**src/rtl/barrel_pkg.sv**
```systemverilog
// Shared types and constants for the barrel dispatcher: FSM states, timing defaults
// and the selector LFSR definition.
package barrel_pkg;

    localparam int unsigned SPAWN_DELAY_DEF = 50_000_000;
    localparam int unsigned THROW_TIME_DEF  = 12_500_000;
    localparam int unsigned CNT_W           = 32;
    localparam int unsigned THROWN_W        = 8;
    localparam int unsigned LFSR_W          = 16;

    // Taps 16,14,13,11 of the right-shifting Fibonacci form land on bits 0,2,3,5.
    localparam logic [LFSR_W-1:0] LFSR_SEED = 16'hACE1;
    localparam logic [LFSR_W-1:0] LFSR_TAPS = 16'h002D;

    typedef enum logic [2:0] {
        ST_IDLE,
        ST_WAIT,
        ST_THROW,
        ST_LAUNCH,
        ST_BUSY,
        ST_HALT
    } state_e;

endpackage

```
**src/rtl/barrel_lfsr.sv**
```systemverilog
// Free-running 16-bit Fibonacci LFSR used as the random barrel-type selector.
module barrel_lfsr
    import barrel_pkg::*;
(
    input  logic              clk,
    input  logic              rst,
    output logic [LFSR_W-1:0] state_o
);

    logic [LFSR_W-1:0] state_q;
    logic [LFSR_W-1:0] state_d;

    always_comb begin
        state_d = {^(state_q & LFSR_TAPS), state_q[LFSR_W-1:1]};
    end

    always_ff @(posedge clk) begin
        if (rst) begin
            state_q <= LFSR_SEED;
        end else begin
            state_q <= state_d;
        end
    end

    assign state_o = state_q;

endmodule

```
**src/rtl/barrel_dispatcher.sv**
```systemverilog
// Barrel dispatcher: paces kong throws and issues vertical/horizontal barrel launches.
// Define BARREL_RANDOM_EN to choose the barrel type from an LFSR instead of alternating.
module barrel_dispatcher
    import barrel_pkg::*;
#(
    parameter int unsigned SPAWN_DELAY = SPAWN_DELAY_DEF,
    parameter int unsigned THROW_TIME  = THROW_TIME_DEF
) (
    input  logic                clk,
    input  logic                rst,
    input  logic                game_en,
    input  logic                ver_done,
    input  logic                hor_done,
    input  logic                barrel_hit,
    output logic                ver_barrel,
    output logic                hor_barrel,
    output logic                kong_throw,
    output logic [THROWN_W-1:0] barrels_thrown
);

    state_e              state_q, state_d;
    logic [CNT_W-1:0]    cnt_q, cnt_d;
    logic                sel_q, sel_d;
    logic                kong_q, kong_d;
    logic                ver_q, ver_d;
    logic                hor_q, hor_d;
    logic [THROWN_W-1:0] thrown_q, thrown_d;
    logic                sel_src;

`ifdef BARREL_RANDOM_EN
    logic [LFSR_W-1:0] lfsr_state;

    barrel_lfsr u_lfsr (
        .clk     (clk),
        .rst     (rst),
        .state_o (lfsr_state)
    );

    assign sel_src = lfsr_state[0];
`else
    logic alt_q, alt_d;

    // Alternate after every launch; a finished game restarts on vertical.
    always_comb begin
        alt_d = alt_q;
        if (state_q == ST_LAUNCH) begin
            alt_d = ~alt_q;
        end
        if (state_q == ST_HALT && state_d == ST_IDLE) begin
            alt_d = 1'b1;
        end
    end

    always_ff @(posedge clk) begin
        if (rst) begin
            alt_q <= 1'b1;
        end else begin
            alt_q <= alt_d;
        end
    end

    assign sel_src = alt_q;
`endif

    always_comb begin
        state_d  = state_q;
        cnt_d    = cnt_q;
        sel_d    = sel_q;
        kong_d   = 1'b0;
        ver_d    = 1'b0;
        hor_d    = 1'b0;
        thrown_d = thrown_q;

        unique case (state_q)
            ST_IDLE: begin
                if (game_en) begin
                    state_d = ST_WAIT;
                    cnt_d   = '0;
                end
            end
            ST_WAIT: begin
                if (!game_en) begin
                    state_d = ST_IDLE;
                end else if (cnt_q == CNT_W'(SPAWN_DELAY - 1)) begin
                    state_d = ST_THROW;
                    cnt_d   = '0;
                    sel_d   = sel_src;
                    kong_d  = 1'b1;
                end else begin
                    cnt_d = cnt_q + CNT_W'(1);
                end
            end
            ST_THROW: begin
                if (!game_en) begin
                    state_d = ST_IDLE;
                end else if (cnt_q == CNT_W'(THROW_TIME - 1)) begin
                    state_d = ST_LAUNCH;
                    ver_d   = sel_q;
                    hor_d   = ~sel_q;
                end else begin
                    cnt_d  = cnt_q + CNT_W'(1);
                    kong_d = 1'b1;
                end
            end
            ST_LAUNCH: begin
                state_d = ST_BUSY;
                if (thrown_q != '1) begin
                    thrown_d = thrown_q + THROWN_W'(1);
                end
            end
            ST_BUSY: begin
                if (sel_q ? ver_done : hor_done) begin
                    state_d = game_en ? ST_WAIT : ST_IDLE;
                    cnt_d   = '0;
                end
            end
            ST_HALT: begin
                if (!game_en) begin
                    state_d  = ST_IDLE;
                    thrown_d = '0;
                end
            end
            default: begin
                state_d = ST_IDLE;
            end
        endcase

        // A hit ends the game from anywhere in play and outranks a simultaneous done.
        if (barrel_hit && state_q != ST_IDLE) begin
            state_d = ST_HALT;
            kong_d  = 1'b0;
            ver_d   = 1'b0;
            hor_d   = 1'b0;
            if (state_q == ST_HALT) begin
                thrown_d = thrown_q;
            end
        end
    end

    always_ff @(posedge clk) begin
        if (rst) begin
            state_q  <= ST_IDLE;
            cnt_q    <= '0;
            sel_q    <= 1'b0;
            kong_q   <= 1'b0;
            ver_q    <= 1'b0;
            hor_q    <= 1'b0;
            thrown_q <= '0;
        end else begin
            state_q  <= state_d;
            cnt_q    <= cnt_d;
            sel_q    <= sel_d;
            kong_q   <= kong_d;
            ver_q    <= ver_d;
            hor_q    <= hor_d;
            thrown_q <= thrown_d;
        end
    end

    assign ver_barrel     = ver_q;
    assign hor_barrel     = hor_q;
    assign kong_throw     = kong_q;
    assign barrels_thrown = thrown_q;

endmodule

```
**config.mk**
```make
export PLATFORM = sky130hd
export DESIGN_NAME = barrel_dispatcher
export DESIGN_NICKNAME = d
export VERILOG_FILES = /design/src/rtl/barrel_pkg.sv /design/src/rtl/barrel_lfsr.sv /design/src/rtl/barrel_dispatcher.sv
export SDC_FILE = /design/constraint.sdc
export NUM_CORES = 1
export LEC_CHECK = 0
export CAP_MARGIN = 30
export CELL_PAD_IN_SITES_DETAIL_PLACEMENT = 0
export CELL_PAD_IN_SITES_GLOBAL_PLACEMENT = 1
export CORE_AREA = 2 2 79 89
export CTS_CLUSTER_SIZE = 30
export DETAILED_ROUTE_END_ITERATION = 6
export DIE_AREA = 0 0 81 91
export PLACE_DENSITY_LB_ADDON = 0.1
export SYNTH_ARGS = -nofsm -noshare
export SYNTH_HDL_FRONTEND = slang
export SYNTH_SLANG_ARGS = --single-unit
```
**constraint.sdc**
```tcl
create_clock -name clk -period 2.3 [get_ports clk]
set_clock_uncertainty 0.15 [all_clocks]
set_input_delay 0.69 -clock clk [delete_from_list [all_inputs] [get_ports clk]]
set_output_delay 0.69 -clock clk [all_outputs]
set_load 0.02 [all_outputs]
```
==> summary.txt <==
Global route
  – Initial antenna violation count: 0
  – Grt total ovfl: 0
  – First-pass GRT wire length: roughly 11000 µm
  – Overall routing resource usage: 0.181
  – Vias in the first global route: approximately 2300
  – Pin count of the biggest net entering global routing: 31

Layout
  – Finished Layout Cells: roughly 450
  – Final nets: approximately 370
  – Antenna Cells: 0
  – Most frequent cells in the layout: 47 x buf_4, 44 x dfxtp_1, 36 x nor2_1
  – Most common cell after layout, fill and taps aside: buf_4
  – Share of cells above drive strength 1: 0.278
  – Layout area overhead: 37.8%

STA
  – Slew Limit Headroom: 0.690
  – Hold Vio Cnt, Final: 0
  – Final period utilization: 0.980
  – # setup viols final: 0
  – Final hold slack: 0.346 ns
  – TNS Setup: 0 ns
  – Slew Limit Fails: 0
  – Worst-Margin Slew: 0.464 ns
  – Max Freq: approximately 440 MHz
  – Final Critical Period: approximately 2.3 ns

Worst hold path
  – Worst Hold Class: reg2reg
  – Worst hold endpoint: cnt_q[31]$_SDFFE_PP0P_
  – Hold depth: 2
  – Hold Path Origin: cnt_q[31]$_SDFFE_PP0P_

Setup path
  – CP delay by family, top: buffers and inverters
  – R2r startpoint: cnt_q[1]$_SDFFE_PP0P_
  – Reg2Reg Depth: 9
  – Worst Path Buf+Inv: 4
  – CP Class: in2reg
  – CP dominant cell by count: a21oi_1
  – Slowest-stage cell, CP: mux2_4
  – CP Capture Type: register
  – Critical-path maximum fanout: 15
  – CP arrival: roughly 2.3 ns
  – Reg2reg setup slack: about 0.06 ns
  – Slowest cell delay on critical path: approximately 0.29 ns
  – Worst Setup Start Kind: input pin
  – CP Data Required Time: approximately 2.4 ns
  – R2R Path End: cnt_q[29]$_SDFFE_PP0P_
  – CP cell instances: dlygate4sd2_1 -> mux2_4 -> buf_4 -> a21o_1 -> a21oi_1 -> o31ai_4 -> buf_12 -> clkbuf_16 -> a21oi_1

Detailed routing
  – Total number of vias: 2390
  – Iteration-0 DRC count of the detailed router: 100
  – DR pass1 iterations: 4
  – Routed wire length: roughly 6600 µm
  – Via-per-instance ratio: 5.37
  – Drt drc: 0
  – Final ANT Viol Nets: 0
  – Drt wl/cell: ~15 µm

Synthesis
  – Synth Instances: 300
  – Main synth FF type: dfxtp_1
  – EDFF count, synth: 0
  – Part of the Yosys area used for sequential elements: 0.379
  – Syn avg cell area: around 8.4 µm²
  – Flops & latches, synth: between 40 and 50
  – Async SR Flop Fraction: 0
  – Cell Area, Synth: 2530 µm²
  – Post-synthesis cell type count: 54
  – Ys Warns: 0
  – Syn Nets: 308

Placed design
  – Port bufs: 16
  – DPL Wire Length: ~4500 µm
  – Routability cong.: approximately 0.80
  – Cells after DPL: between 400 and 500

Die
  – Initial Utilization: 0.394
  – Ports: 17
  – Die X: about 81 µm
  – Die Span Y: slightly above 90 µm
  – Core area: around 6400 µm²
  – Die ar.: about 7400 µm²
  – FP Rows: 31

Power
  – Max IR drop VDD: between 0.3 and 0.4 mV
  – Static Leak: ~1.2 nW
  – Power per standard cell area: 492 nW/µm²
  – Total Power: approximately 1.7 mW

CTS
  – CTS Sinks: 48
  – Worst-skew pair later-pin latency: about 0.3 ns
  – CTS max path bufs: 2
  – H-tree Lvls: 2
  – Clock transition at the registers of the reported paths: approximately 0.080 ns
  – Inserted Clock Buffers: 5
  – CTS root buf: clkbuf_8
  – CTS tree: built

Run status
  – Outcome: finished, final reports clean

Run
  – Max-Cap Viols: 0
logic make-up after synthesis:
group | synth area share
DFF | 0.379
AOI/OAI and AO/OA | 0.113
buffers and inverters | 0.0331
muxes | 0.0123
and+or+nand+nor | 0.356
xor gates and xnor gates | 0.0968
adders and majority gates | 0.00987
layer usage:
layer | vias up | wire (µm) | global-route usage | share of wire
met5 | - | 0 | 0 | 0
met4 | 0 | 96 | 0.0494 | 0.015
met3 | 10 | 149 | 0.0348 | 0.023
met2 | 31 | 3280 | 0.295 | 0.50
met1 | 1129 | 3070 | 0.242 | 0.47
li1 | 1220 | - | - | -
metrics by stage:
stage / utilization / instance area (µm²) / setup WS, ns
CTS: 0.512 / 3290 / -0.0400
detailed placement: 0.482 / 3110 / -0.416
global placement: 0.482 / 3110 / -0.379
floorplan: - / 2530 / 0.0578
global route: 0.542 / 3490 / -0.0230
finish: 0.542 / 3490 / 0.0469
power by group:
group          total (mW)  switching, mW  internal (mW)
sequential          0.844        0.00978          0.834
clock               0.706          0.278          0.428
combinational       0.169         0.0839         0.0850
total                1.72          0.372           1.35
tightest hold or removal path: stages, from the launching register on:
cell     delay (ns)
dfxtp_1        0.33
o21ai_0        0.07
a21oi_1        0.06
state kept, by name, summed over array words and instances (netlist names):
name            count
alt_q               1
state_q             3
sel_q               1
hor_barrel          1
kong_throw          1
barrels_thrown      8
cnt_q              32
ver_barrel          1
area by class of cell:
type	count	area, µm²
timing repair buffer	69	619
inverter	6	22.5
fill	623	2950
clock inverter	2	60.1
multi-input combinational	233	1650
clock buffer	5	68.8
sequential	48	966
tap	82	103
worst max-delay path by stage:
stage / start / end / slack, ns / depth (start not counted)
4_1_cts: cnt_q[0]$_SDFFE_PP0P_ / cnt_q[26]$_SDFFE_PP0P_ / -0.04 / 6
3_3_place_gp: game_en / cnt_q[27]$_SDFFE_PP0P_ / -0.38 / 7
3_5_place_dp: game_en / cnt_q[27]$_SDFFE_PP0P_ / -0.42 / 7
5_1_grt: cnt_q[1]$_SDFFE_PP0P_ / cnt_q[29]$_SDFFE_PP0P_ / -0.02 / 9
2_1_floorplan: game_en / cnt_q[23]$_SDFFE_PP0P_ / 0.06 / 6
6_report: hor_done / cnt_q[29]$_SDFFE_PP0P_ / 0.05 / 9
cell usage after synthesis, drive strengths merged, types with 2 or more instances:
cell | number | area (µm²)
clkbuf | 7 | 26.3
ha | 2 | 25.0
o31ai | 4 | 30.0
xnor2 | 17 | 149
xor2 | 11 | 96.3
and3 | 4 | 25.0
nand3 | 10 | 50.1
o22ai | 2 | 12.5
nand3b | 2 | 15.0
dfxtp | 48 | 961
a211oi | 2 | 20.0
or3b | 2 | 17.5
nand4 | 14 | 93.8
or2 | 3 | 18.8
inv | 6 | 22.5
a31oi | 2 | 12.5
nor2 | 36 | 135
nand2b | 6 | 45.0
or4b | 2 | 20.0
o2111ai | 2 | 17.5
and4 | 4 | 35.0
nand2 | 19 | 71.3
nor4bb | 2 | 20.0
o21ai | 11 | 55.1
or3 | 8 | 51.3
or4 | 8 | 70.1
nor2b | 6 | 37.5
a21oi | 15 | 78.8
buf | 6 | 35.0
nor3 | 8 | 40.0
nor4 | 12 | 75.1
nor3b | 4 | 30.0
mux2i | 2 | 20.0
nor4b | 5 | 50.0
timing repair:
action | CTS | global route
setup buffers | 1 | 4
cloned | 1 | 2
setup endpoints to repair | 12 | 36
hold buffers | 0 | 0
pin swaps | 2 | 11
gates resized for setup | 10 | 26
Power figures use the tool's default switching activity.
